<file path="config.mk">
export PLATFORM = sky130hd
export DESIGN_NAME = pc_fetch_unit_flat
export DESIGN_NICKNAME = d
export VERILOG_FILES = /design/src/rtl/pc_fetch_unit_if.sv /design/src/rtl/pc_fetch_unit.sv /design/src/flat_wrapper.sv
export SDC_FILE = /design/constraint.sdc
export NUM_CORES = 1
export LEC_CHECK = 0
export ABC_AREA = 1
export CAP_MARGIN = 20
export CORE_MARGIN = 10
export CORE_UTILIZATION = 43
export CTS_CLUSTER_DIAMETER = 30
export CTS_CLUSTER_SIZE = 40
export DETAILED_ROUTE_END_ITERATION = 6
export PLACE_DENSITY = 0.8
export SETUP_SLACK_MARGIN = 0.15
export SLEW_MARGIN = 5
export SYNTH_ARGS = -nofsm -noshare
export SYNTH_HDL_FRONTEND = slang
export SYNTH_SLANG_ARGS = --single-unit
</file>
<file path="constraint.sdc">
create_clock -name clk -period 1.7 [get_ports clk]
set_input_delay 0.255 -clock clk [delete_from_list [all_inputs] [get_ports clk]]
set_output_delay 0.255 -clock clk [all_outputs]
set_load 0.05 [all_outputs]
</file>
<file path="src/rtl/pc_fetch_unit_if.sv">
// ---------------------------------------------------------------------------
// pc_fetch_unit_if
// Groups the fetch unit's two handshakes into one bundle:
//   * instruction-memory side : imem_req/imem_addr (to memory),
//                               imem_ready/imem_rdata (from memory)
//   * downstream side         : instr_valid/instr/instr_pc (to decode),
//                               instr_ready (from decode)
// master : the fetch unit.
// slave  : the memory plus downstream consumer (e.g. a testbench).
// ---------------------------------------------------------------------------
interface pc_fetch_unit_if #(
    parameter int INSTR_W = 32
);
    logic               imem_req;
    logic [19:0]        imem_addr;
    logic               imem_ready;
    logic [INSTR_W-1:0] imem_rdata;
    logic               instr_valid;
    logic               instr_ready;
    logic [INSTR_W-1:0] instr;
    logic [19:0]        instr_pc;

    modport master (
        output imem_req, imem_addr, instr_valid, instr, instr_pc,
        input  imem_ready, imem_rdata, instr_ready
    );

    modport slave (
        input  imem_req, imem_addr, instr_valid, instr, instr_pc,
        output imem_ready, imem_rdata, instr_ready
    );
endinterface

</file>
<file path="src/rtl/pc_fetch_unit.sv">
// ---------------------------------------------------------------------------
// pc_fetch_unit
// Sequential instruction fetch with branch redirect.  A three-state machine
// (IDLE -> REQ -> HOLD) issues one memory request at a time, parks the
// returned word in an output register until downstream takes it, and then
// issues the next request.  A redirect that arrives while a request is in
// flight cannot cancel the memory transaction, so it is remembered in a
// kill flag/target pair and the eventual response is dropped.
//
// Ports
//   clk, rst_n     : clock, asynchronous active-low reset
//   branch_taken   : redirect request, sampled every cycle
//   branch_target  : redirect address
//   stall          : blocks issue of new fetches
//   pc             : current architectural fetch PC
//   bus (master)   : imem_req/imem_addr/imem_ready/imem_rdata and
//                    instr_valid/instr_ready/instr/instr_pc
// ---------------------------------------------------------------------------
module pc_fetch_unit #(
    parameter logic [19:0] RESET_PC = 20'h00000,
    parameter int          INSTR_W  = 32
) (
    input  logic              clk,
    input  logic              rst_n,
    input  logic              branch_taken,
    input  logic [19:0]       branch_target,
    input  logic              stall,
    output logic [19:0]       pc,
    pc_fetch_unit_if.master   bus
);

    typedef enum logic [1:0] {
        ST_IDLE = 2'd0,
        ST_REQ  = 2'd1,
        ST_HOLD = 2'd2
    } state_t;

    state_t             state_q,        state_d;
    logic [19:0]        pc_q,           pc_d;
    logic [INSTR_W-1:0] instr_q,        instr_d;
    logic [19:0]        instr_pc_q,     instr_pc_d;
    logic               kill_q,         kill_d;
    logic [19:0]        kill_target_q,  kill_target_d;
    logic               imem_req_q,     imem_req_d;
    logic               instr_valid_q,  instr_valid_d;

    // Next-state, PC and output-register computation for the fetch FSM.
    always_comb begin
        state_d       = state_q;
        pc_d          = pc_q;
        instr_d       = instr_q;
        instr_pc_d    = instr_pc_q;
        kill_d        = kill_q;
        kill_target_d = kill_target_q;

        case (state_q)
            ST_IDLE: begin
                // A redirect wins over stall so the new stream starts at once.
                if (branch_taken) begin
                    pc_d    = branch_target;
                    state_d = ST_REQ;
                end else if (!stall) begin
                    state_d = ST_REQ;
                end else begin
                    state_d = ST_IDLE;
                end
            end

            ST_REQ: begin
                if (kill_q) begin
                    // Request already doomed: a newer redirect replaces the target.
                    if (branch_taken) begin
                        kill_target_d = branch_target;
                    end else begin
                        kill_target_d = kill_target_q;
                    end
                    if (bus.imem_ready) begin
                        pc_d   = branch_taken ? branch_target : kill_target_q;
                        kill_d = 1'b0;
                    end else begin
                        kill_d = 1'b1;
                    end
                    state_d = ST_REQ;
                end else if (branch_taken) begin
                    // pc must stay put while memory is busy so imem_addr holds.
                    if (bus.imem_ready) begin
                        pc_d = branch_target;
                    end else begin
                        kill_d        = 1'b1;
                        kill_target_d = branch_target;
                    end
                    state_d = ST_REQ;
                end else if (bus.imem_ready) begin
                    instr_d    = bus.imem_rdata;
                    instr_pc_d = pc_q;
                    pc_d       = pc_q + 20'd1;
                    state_d    = ST_HOLD;
                end else begin
                    state_d = ST_REQ;
                end
            end

            ST_HOLD: begin
                if (branch_taken) begin
                    pc_d    = branch_target;
                    state_d = ST_REQ;
                end else if (bus.instr_ready) begin
                    state_d = stall ? ST_IDLE : ST_REQ;
                end else begin
                    state_d = ST_HOLD;
                end
            end

            default: begin
                state_d = ST_IDLE;
                kill_d  = 1'b0;
            end
        endcase

        // Outputs are registered from the next state so they line up with it.
        imem_req_d    = (state_d == ST_REQ);
        instr_valid_d = (state_d == ST_HOLD);
    end

    // State and output registers with asynchronous reset.
    always_ff @(posedge clk or negedge rst_n) begin
        if (!rst_n) begin
            state_q       <= ST_IDLE;
            pc_q          <= RESET_PC;
            instr_q       <= {INSTR_W{1'b0}};
            instr_pc_q    <= 20'h00000;
            kill_q        <= 1'b0;
            kill_target_q <= 20'h00000;
            imem_req_q    <= 1'b0;
            instr_valid_q <= 1'b0;
        end else begin
            state_q       <= state_d;
            pc_q          <= pc_d;
            instr_q       <= instr_d;
            instr_pc_q    <= instr_pc_d;
            kill_q        <= kill_d;
            kill_target_q <= kill_target_d;
            imem_req_q    <= imem_req_d;
            instr_valid_q <= instr_valid_d;
        end
    end

    // The request address is the PC itself; pc only moves on a completed
    // fetch or redirect, which keeps the address stable during a wait.
    assign pc              = pc_q;
    assign bus.imem_req    = imem_req_q;
    assign bus.imem_addr   = pc_q;
    assign bus.instr_valid = instr_valid_q;
    assign bus.instr       = instr_q;
    assign bus.instr_pc    = instr_pc_q;

endmodule

</file>
<file path="src/flat_wrapper.sv">
// flat-port wrapper written by rule: the top's interface ports become plain ports
module pc_fetch_unit_flat 
#(
    parameter logic [19:0] RESET_PC = 20'h00000,
    parameter int          INSTR_W  = 32
)
  (clk, rst_n, branch_taken, branch_target, stall, pc, bus_imem_req, bus_imem_addr, bus_instr_valid, bus_instr, bus_instr_pc, bus_imem_ready, bus_imem_rdata, bus_instr_ready);
  pc_fetch_unit_if #(.INSTR_W(INSTR_W)) bus_i ();
  input  logic clk;
  input  logic rst_n;
  input  logic branch_taken;
  input  logic [19:0] branch_target;
  input  logic stall;
  output logic [19:0] pc;
  output wire logic [$bits(bus_i.imem_req)-1:0] bus_imem_req;
  output wire logic [$bits(bus_i.imem_addr)-1:0] bus_imem_addr;
  output wire logic [$bits(bus_i.instr_valid)-1:0] bus_instr_valid;
  output wire logic [$bits(bus_i.instr)-1:0] bus_instr;
  output wire logic [$bits(bus_i.instr_pc)-1:0] bus_instr_pc;
  input wire logic [$bits(bus_i.imem_ready)-1:0] bus_imem_ready;
  input wire logic [$bits(bus_i.imem_rdata)-1:0] bus_imem_rdata;
  input wire logic [$bits(bus_i.instr_ready)-1:0] bus_instr_ready;
  assign bus_imem_req = bus_i.imem_req;
  assign bus_imem_addr = bus_i.imem_addr;
  assign bus_instr_valid = bus_i.instr_valid;
  assign bus_instr = bus_i.instr;
  assign bus_instr_pc = bus_i.instr_pc;
  assign bus_i.imem_ready = bus_imem_ready;
  assign bus_i.imem_rdata = bus_imem_rdata;
  assign bus_i.instr_ready = bus_instr_ready;
  pc_fetch_unit #(.RESET_PC(RESET_PC), .INSTR_W(INSTR_W)) u_core (.clk(clk), .rst_n(rst_n), .branch_taken(branch_taken), .branch_target(branch_target), .stall(stall), .pc(pc), .bus(bus_i));
endmodule
</file>
==> results of run 1 <==
-- layout by cell type, fill, tap and decap left out, types with 2 or more instances in the layout --
| cell | netlist | layout |
|---|---|---|
| buf_12 | 0 | 7 |
| nor2_2 | 0 | 3 |
| nand2_1 | 182 | 173 |
| bufinv_16 | 0 | 2 |
| a21oi_1 | 31 | 30 |
| nand3_4 | 0 | 2 |
| buf_8 | 0 | 3 |
| nand3_1 | 27 | 20 |
| dfrtp_1 | 97 | 80 |
| nor2_1 | 67 | 43 |
| clkinv_4 | 0 | 2 |
| inv_2 | 1 | 2 |
| inv_1 | 45 | 44 |
| a21oi_2 | 10 | 11 |
| inv_6 | 0 | 2 |
| dfrtp_2 | 0 | 16 |
| o21ai_1 | 1 | 10 |
| nand3_2 | 0 | 5 |
| xor2_1 | 3 | 3 |
| buf_6 | 1 | 3 |
| o211ai_1 | 6 | 6 |
| a31oi_1 | 6 | 6 |
| clkbuf_16 | 0 | 12 |
| clkdlybuf4s50_1 | 0 | 56 |
| o21ai_2 | 0 | 5 |
| mux2_2 | 32 | 32 |
| nand2_2 | 1 | 6 |
| o22ai_1 | 2 | 2 |
| nand2_4 | 0 | 3 |
| a221oi_2 | 0 | 2 |
| nand4_1 | 2 | 2 |
| buf_4 | 23 | 134 |
| nor2_4 | 2 | 23 |
| o21ai_0 | 56 | 42 |
-- registers in the layout, indices dropped and copies added, names as in the netlist --
| register | cells |
|---|---|
| u_core.bus.instr | 32 |
| u_core.bus.imem_addr | 20 |
| u_core.bus.instr_pc | 20 |
| u_core.kill_target_q | 20 |
| u_core.state_q | 2 |
| u_core.bus.imem_req | 1 |
| u_core.bus.instr_valid | 1 |
| u_core.kill_q | 1 |
-- per-layer routing --
layer / global-route usage / share of wire / wire [um] / up-vias
li1: - / - / - / 2364
met2: 0.289 / 0.47 / 7580 / 233
met3: 0.0513 / 0.091 / 1460 / 33
met5: 0 / 0 / 0 / -
met1: 0.216 / 0.41 / 6600 / 2266
met4: 0.0796 / 0.027 / 427 / 0
-- critical path, stage by stage, from the launching register on --
cell and delay [ns]:
dfrtp_1 0.39, inv_4 0.06, nor2_4 0.13, inv_2 0.05, or2_4 0.24, o22ai_4 0.15, buf_12 0.18, buf_12 0.14
nor2_4 0.03, a31oi_1 0.18
-- cells in the mapped netlist, types with 2 or more instances --
library cell / n
mux2_2: 32
o211ai_1: 6
a21oi_1: 31
clkbuf_1: 11
buf_1: 3
o21ai_0: 56
nand3_1: 27
a221oi_1: 2
buf_2: 10
xor2_1: 3
dfrtp_1: 97
nor2_1: 67
inv_1: 45
o22ai_1: 2
nand2_1: 182
nor2_4: 2
buf_4: 23
a21oi_2: 10
a31oi_1: 6
nand4_1: 2
-- worst paths after layout --
check | startpoint | end | cells past startpoint
worst max-delay path | u_core.state_q[0]$_DFF_PN0_ | u_core.kill_target_q[2]$_DFFE_PN0P_ | 9
worst min-delay path | rst_n | u_core.bus.instr[4]$_DFFE_PN0P_ | 2
worst max register to register | u_core.state_q[0]$_DFF_PN0_ | u_core.kill_target_q[2]$_DFFE_PN0P_ | 9
worst min register to register | u_core.bus.instr_pc[15]$_DFFE_PN0P_ | u_core.bus.instr_pc[15]$_DFFE_PN0P_ | 2
max in group asynchronous | rst_n | u_core.bus.imem_addr[15]$_DFFE_PN0P_ | 3
min in group clk | u_core.bus.instr_pc[15]$_DFFE_PN0P_ | u_core.bus.instr_pc[15]$_DFFE_PN0P_ | 2
-- kinds of logic (layout without fill, tap and decap cells) --
logic type                 after synthesis  count (layout)  share of synthesized area
AOI/OAI and AO/OA                      118             118                      0.134
adders and majority gates                1               1                    0.00245
DFF                                     97              97                      0.475
buffers and inverters                   96             272                     0.0919
xor gates and xnor gates                 3               3                    0.00515
and+or+nand+nor                        283             283                      0.221
muxes                                   32              32                     0.0706
-- per-stage QoR --
step	utilization	total power, W	std cells	hold WS (ns)	setup WS [ns]
global placement	0.584	0.0146	916	0.225	-0.0860
floorplan	-	0.0117	630	-0.0406	0.0351
CTS	0.623	0.0174	939	0.415	0.117
finish	0.657	0.0183	949	0.409	0.0607
detailed placement	0.584	0.0148	916	0.235	-0.136
global route	0.657	0.0193	949	0.471	-0.0490
-- power by group --
group	switching (W)	internal [W]
combinational	0.00757	0.00400
sequential	0.00102	0.00351
clock	0.000912	0.00130
total	0.00950	0.00881
-- cell type report --
class	count	area (um2)
clock inverter	7	103
multi-input combinational	437	2520
tap	143	179
clock buffer	9	225
fill	889	3950
timing repair buffer	208	1900
sequential	97	2450
inverter	48	183
-- timing repair --
action                                  4_1_cts  5_1_grt
gates cloned                                  1        3
hold endpoints to repair                     33        0
endpoints found under the setup margin       16       38
setup buffers                                 5        7
hold buffers                                  1        0
resized for setup                             9       75
pin swaps                                     7        9
==> impl_metrics.ini, run 1 <==
[power_and_ir_drop]
ir_drop_v = 0.00108
p_per_area_nw_per_um2 = 2420
power.leakage_nw = 3.56

[yosys]
syn_area_per_cell_um2 = 8.10
synthArstFlopShare = 1.00
yosysWarnings = 0
yosysSeqAreaShare = 0.475
synth_area_leader_cell = dfrtp_1
synth_edf_count = 0
synthFlopType = dfrtp_1
synth_top_area_share = 0.475
synth_area_um2 = 5110
synthDistinctLibCells = 33
syn-num-nets = 689
synthTopCellsByArea = dfrtp_1, nand2_1, mux2_2
syn-instance-count = 630
ys_ff_latch = 97

[cts]
cts_buffers = 9
cts_root_buf = clkbuf_16
cts_tree = done
htree_levels = 3
clkSlewWorstSetupHoldPaths_ns = 0.07
worst_skew_pair.late_latency_ns = 0.35
clock_path_buffers = 2
cts.sinks = 97

[sta]
timing.fmax_mhz = 610
worst_pin_slew_ns = 0.459
max-slew-margin-rel = 0.694
skew_ns = 0.00769
tns_ns = 0
report.final.slew_viol_count = 0
period_minus_slack_ns = 1.64
hold_violations = 0
setup_viol = 0
min_period_over_period = 0.964
rsz0062_at_grt = true

[global_routing]
grt_pass1_wl_mm = 24.0
grt_max_degree = 43
overflow = 0
grt_pass1_vias = 4706
grt_usage = 0.178
antenna_found_initial = 0

[critical_path]
critPathRequiredTime_ns = 1.96
crit_path_start_kind = flip-flop
rrSetupSlack_ns = 0.06
cp_max_fo = 6
crit_type = reg -> reg
crit_path_end_kind = flip-flop
crit_arrival_ns = 1.90

[floorplan]
design.core.area_um2 = 11500
start_util = 0.443
boundaryPins = 152
rows = 39
fp.dieH_um = 129
die_w_um = 129
die_area_um2 = 16600

[layout]
drive_gt1_frac = 0.352
nets = 860
diodes = 0
syn2layout_area_growth_pct = 48.1
stdcell_area_um2 = 7560

[routing]
drc = 0
drtIter0Drc = 441
ant_nets = 0
post_drt_via_cell_ratio = 5.16
post_drt_wl_per_cell_um = 16.9
vias = 4896
detailedRoute.firstPassIterationCount = 7
drt-total-wl_mm = 16.1

[placed_design]
dpl_cell_area_um2 = 6730
port_buffers = 151
gp_congestion = 0.922
hpwlAfterDp_mm = 11.7

[status]
status = completed

[worst_hold_path]
hp-class = in -> async

[flow_run]
max_cap_violations = 0
Note: power is estimated with default switching activity, not from simulation.
==> inputs of run 2 (changes only) <==
- CAP_MARGIN: 20 -> default
==> results of run 2 <==
Final layout, timing and power as in run 1 (identical DEF).
==> patch (settings of run 2) <==
Add an input register stage for `branch_target`, without a reset; this delays it by one clock. The other inputs are not delayed to match.
--- a/src/rtl/pc_fetch_unit.sv
+++ b/src/rtl/pc_fetch_unit.sv
@@ -35,6 +35,12 @@
         ST_HOLD = 2'd2
     } state_t;
 
+    logic [19:0] branch_target_q;
+
+    always_ff @(posedge clk) begin
+        branch_target_q <= branch_target;
+    end
+
     state_t             state_q,        state_d;
     logic [19:0]        pc_q,           pc_d;
     logic [INSTR_W-1:0] instr_q,        instr_d;
@@ -57,7 +63,7 @@
             ST_IDLE: begin
                 // A redirect wins over stall so the new stream starts at once.
                 if (branch_taken) begin
-                    pc_d    = branch_target;
+                    pc_d    = branch_target_q;
                     state_d = ST_REQ;
                 end else if (!stall) begin
                     state_d = ST_REQ;
@@ -70,12 +76,12 @@
                 if (kill_q) begin
                     // Request already doomed: a newer redirect replaces the target.
                     if (branch_taken) begin
-                        kill_target_d = branch_target;
+                        kill_target_d = branch_target_q;
                     end else begin
                         kill_target_d = kill_target_q;
                     end
                     if (bus.imem_ready) begin
-                        pc_d   = branch_taken ? branch_target : kill_target_q;
+                        pc_d   = branch_taken ? branch_target_q : kill_target_q;
                         kill_d = 1'b0;
                     end else begin
                         kill_d = 1'b1;
@@ -84,10 +90,10 @@
                 end else if (branch_taken) begin
                     // pc must stay put while memory is busy so imem_addr holds.
                     if (bus.imem_ready) begin
-                        pc_d = branch_target;
+                        pc_d = branch_target_q;
                     end else begin
                         kill_d        = 1'b1;
-                        kill_target_d = branch_target;
+                        kill_target_d = branch_target_q;
                     end
                     state_d = ST_REQ;
                 end else if (bus.imem_ready) begin
@@ -102,7 +108,7 @@
 
             ST_HOLD: begin
                 if (branch_taken) begin
-                    pc_d    = branch_target;
+                    pc_d    = branch_target_q;
                     state_d = ST_REQ;
                 end else if (bus.instr_ready) begin
                     state_d = stall ? ST_IDLE : ST_REQ;
Function: changed (a bounded check fails within 4 cycles, from zero or initial values and one cycle with rst_n low).
==> patch against run 2 <==
  * Power increased by 10%
  * Sequential cell count increased by 20
  * Final cell count increased by 1.2%
  * Routed wire length increased by 12%
  * Cell area increased by 8.3%
  * Global-route usage increased by 0.56 points
  * Synthesized area increased by 6.2%
  * Worst setup slack got worse by 0.037 ns
  * First-iteration DRC count increased by 15%
  * Critical endpoint is now u_core.bus.imem_addr[8]$_DFFE_PN0P_
  * Largest cell class is now sequential cells
==> patch: results (changes against run 2) <==
Post-Route WL=18.0 mm (+12%); clock slew at reported path FFs=0.05 ns (-0.02 ns); worst ir drop on vdd=972 uV (-9.7%); nets@finish=838 (-2.6%); Crit path max-delay family=simple AND/OR/NAND/NOR gates; GRT Overall Usage=0.184 (+0.00561); max layer used=met4; slowest stage delay, CP=0.41 ns (+0.02 ns); post-synthesis async set-or-reset flop share=0.829 (-0.171); antenna cells=0 (unchanged); Placed Instances=900 (-1.7%); Crit Path Max Fanout=4 (-2); Detailed Route Iter0 Violations=509 (+15%); Arrival @ worst endpoint=1.97 ns (+0.07 ns); hold_ws=0.275 ns (-0.135 ns); leakage=3.82 nW (+7.1%); Hold Crit Endpoint=u_core.branch_target_q[13]$_DFF_P_; DP Worst Slack=-0.149 ns (-0.0132 ns); DP Area=6960 sq um (+3.4%); antenna violations before repair=0 (unchanged); outcome=completed; Logic pwr share=0.572 (-0.059); via count=5064 (+3.4%); CTS H-tree depth=4 (+1); switch share=0.488 (-0.0311); Critical Path Sink=u_core.bus.imem_addr[8]$_DFFE_PN0P_; fmax=597 MHz (-2.2%); vias in the first global route=4845 (+3.0%); Cell variety after synth=34 (+3.0%); CTS root buf=clkbuf_16; syn nets=657 (-4.6%); worst setup path startpoint=u_core.bus.imem_addr[0]$_DFFE_PN0P_; M1 GR Usage=0.216 (about the same); wire length on met2=9.44 mm (+25%); DP HPWL=11.8 mm (+0.92%); seq pwr=5.12 mW (+13%); Post-synth top cells=135 x nand2_1, 97 x dfrtp_1, 47 x a21oi_1; clk_lat worst skew=0.43 ns (+0.08 ns); share of layout cells above drive strength 1=0.388 (+0.0353); WL met3=1.32 mm (-9.8%); sequential-to-total area share from yosys stat=0.521 (+0.0461); R2R depth=10 (+1); largest net degree at the start of global routing=98 (+130%); Worst-Margin Slew=0.565 ns (+0.106 ns); CP max-delay cell=dfrtp_2; register-to-register path setup slack=0.02 ns (-0.04 ns); Vias/cell=5.28 (+2.2%); clk_skew=0.00805 ns (+0.000361 ns); TritonCTS buffer count=17 (+8); metal1 wirelength=6.86 mm (+3.9%); TritonRoute pass-1 iters=5 (-2); min-delay worst type=primary input to register; cells after synthesis=598 (-5.1%); met2 Usage GRT=0.310 (+0.0217); first-pass GRT wire length=25.7 mm (+7.3%); met3 Resource Use GR=0.0492 (-0.00217); synth top area cells=dfrtp_1 45%, nand2_1 9.3%, dfxtp_1 7.4%, mux2_2 7.3%, a21oi_1 4.3%; Final GP Congestion=0.927 (+0.54%)
[patch: final cells by class]
type / instances / area, sq um
Multi-Input combinational cell: 386 / 2410
Clock buffer: 25 / 528
Timing Repair Buffer: 208 / 1930
Sequential cell: 117 / 2850
Inverter: 49 / 186
Clock inverter: 7 / 65.1
Tap cell: 168 / 210
Fill cell: 870 / 3980
[patch: repair_timing]
item                                   CTS  global route
hold buffers                             1             0
buffers inserted                         4            17
setup endpoints to repair               40            82
cloned                                   0             6
gates resized for setup                  8            82
endpoints found under the hold margin   97             0
pin swaps                                2            16
[patch: cells by family after synthesis]
| family | after synthesis | share of synthesized area |
|---|---|---|
| compound gates | 124 | 0.138 |
| xor+xnor | 2 | 0.00323 |
| fa+ha+maj | 1 | 0.00231 |
| buf+inv | 95 | 0.0891 |
| flops | 117 | 0.521 |
| mux | 35 | 0.0727 |
| simple gates | 224 | 0.174 |
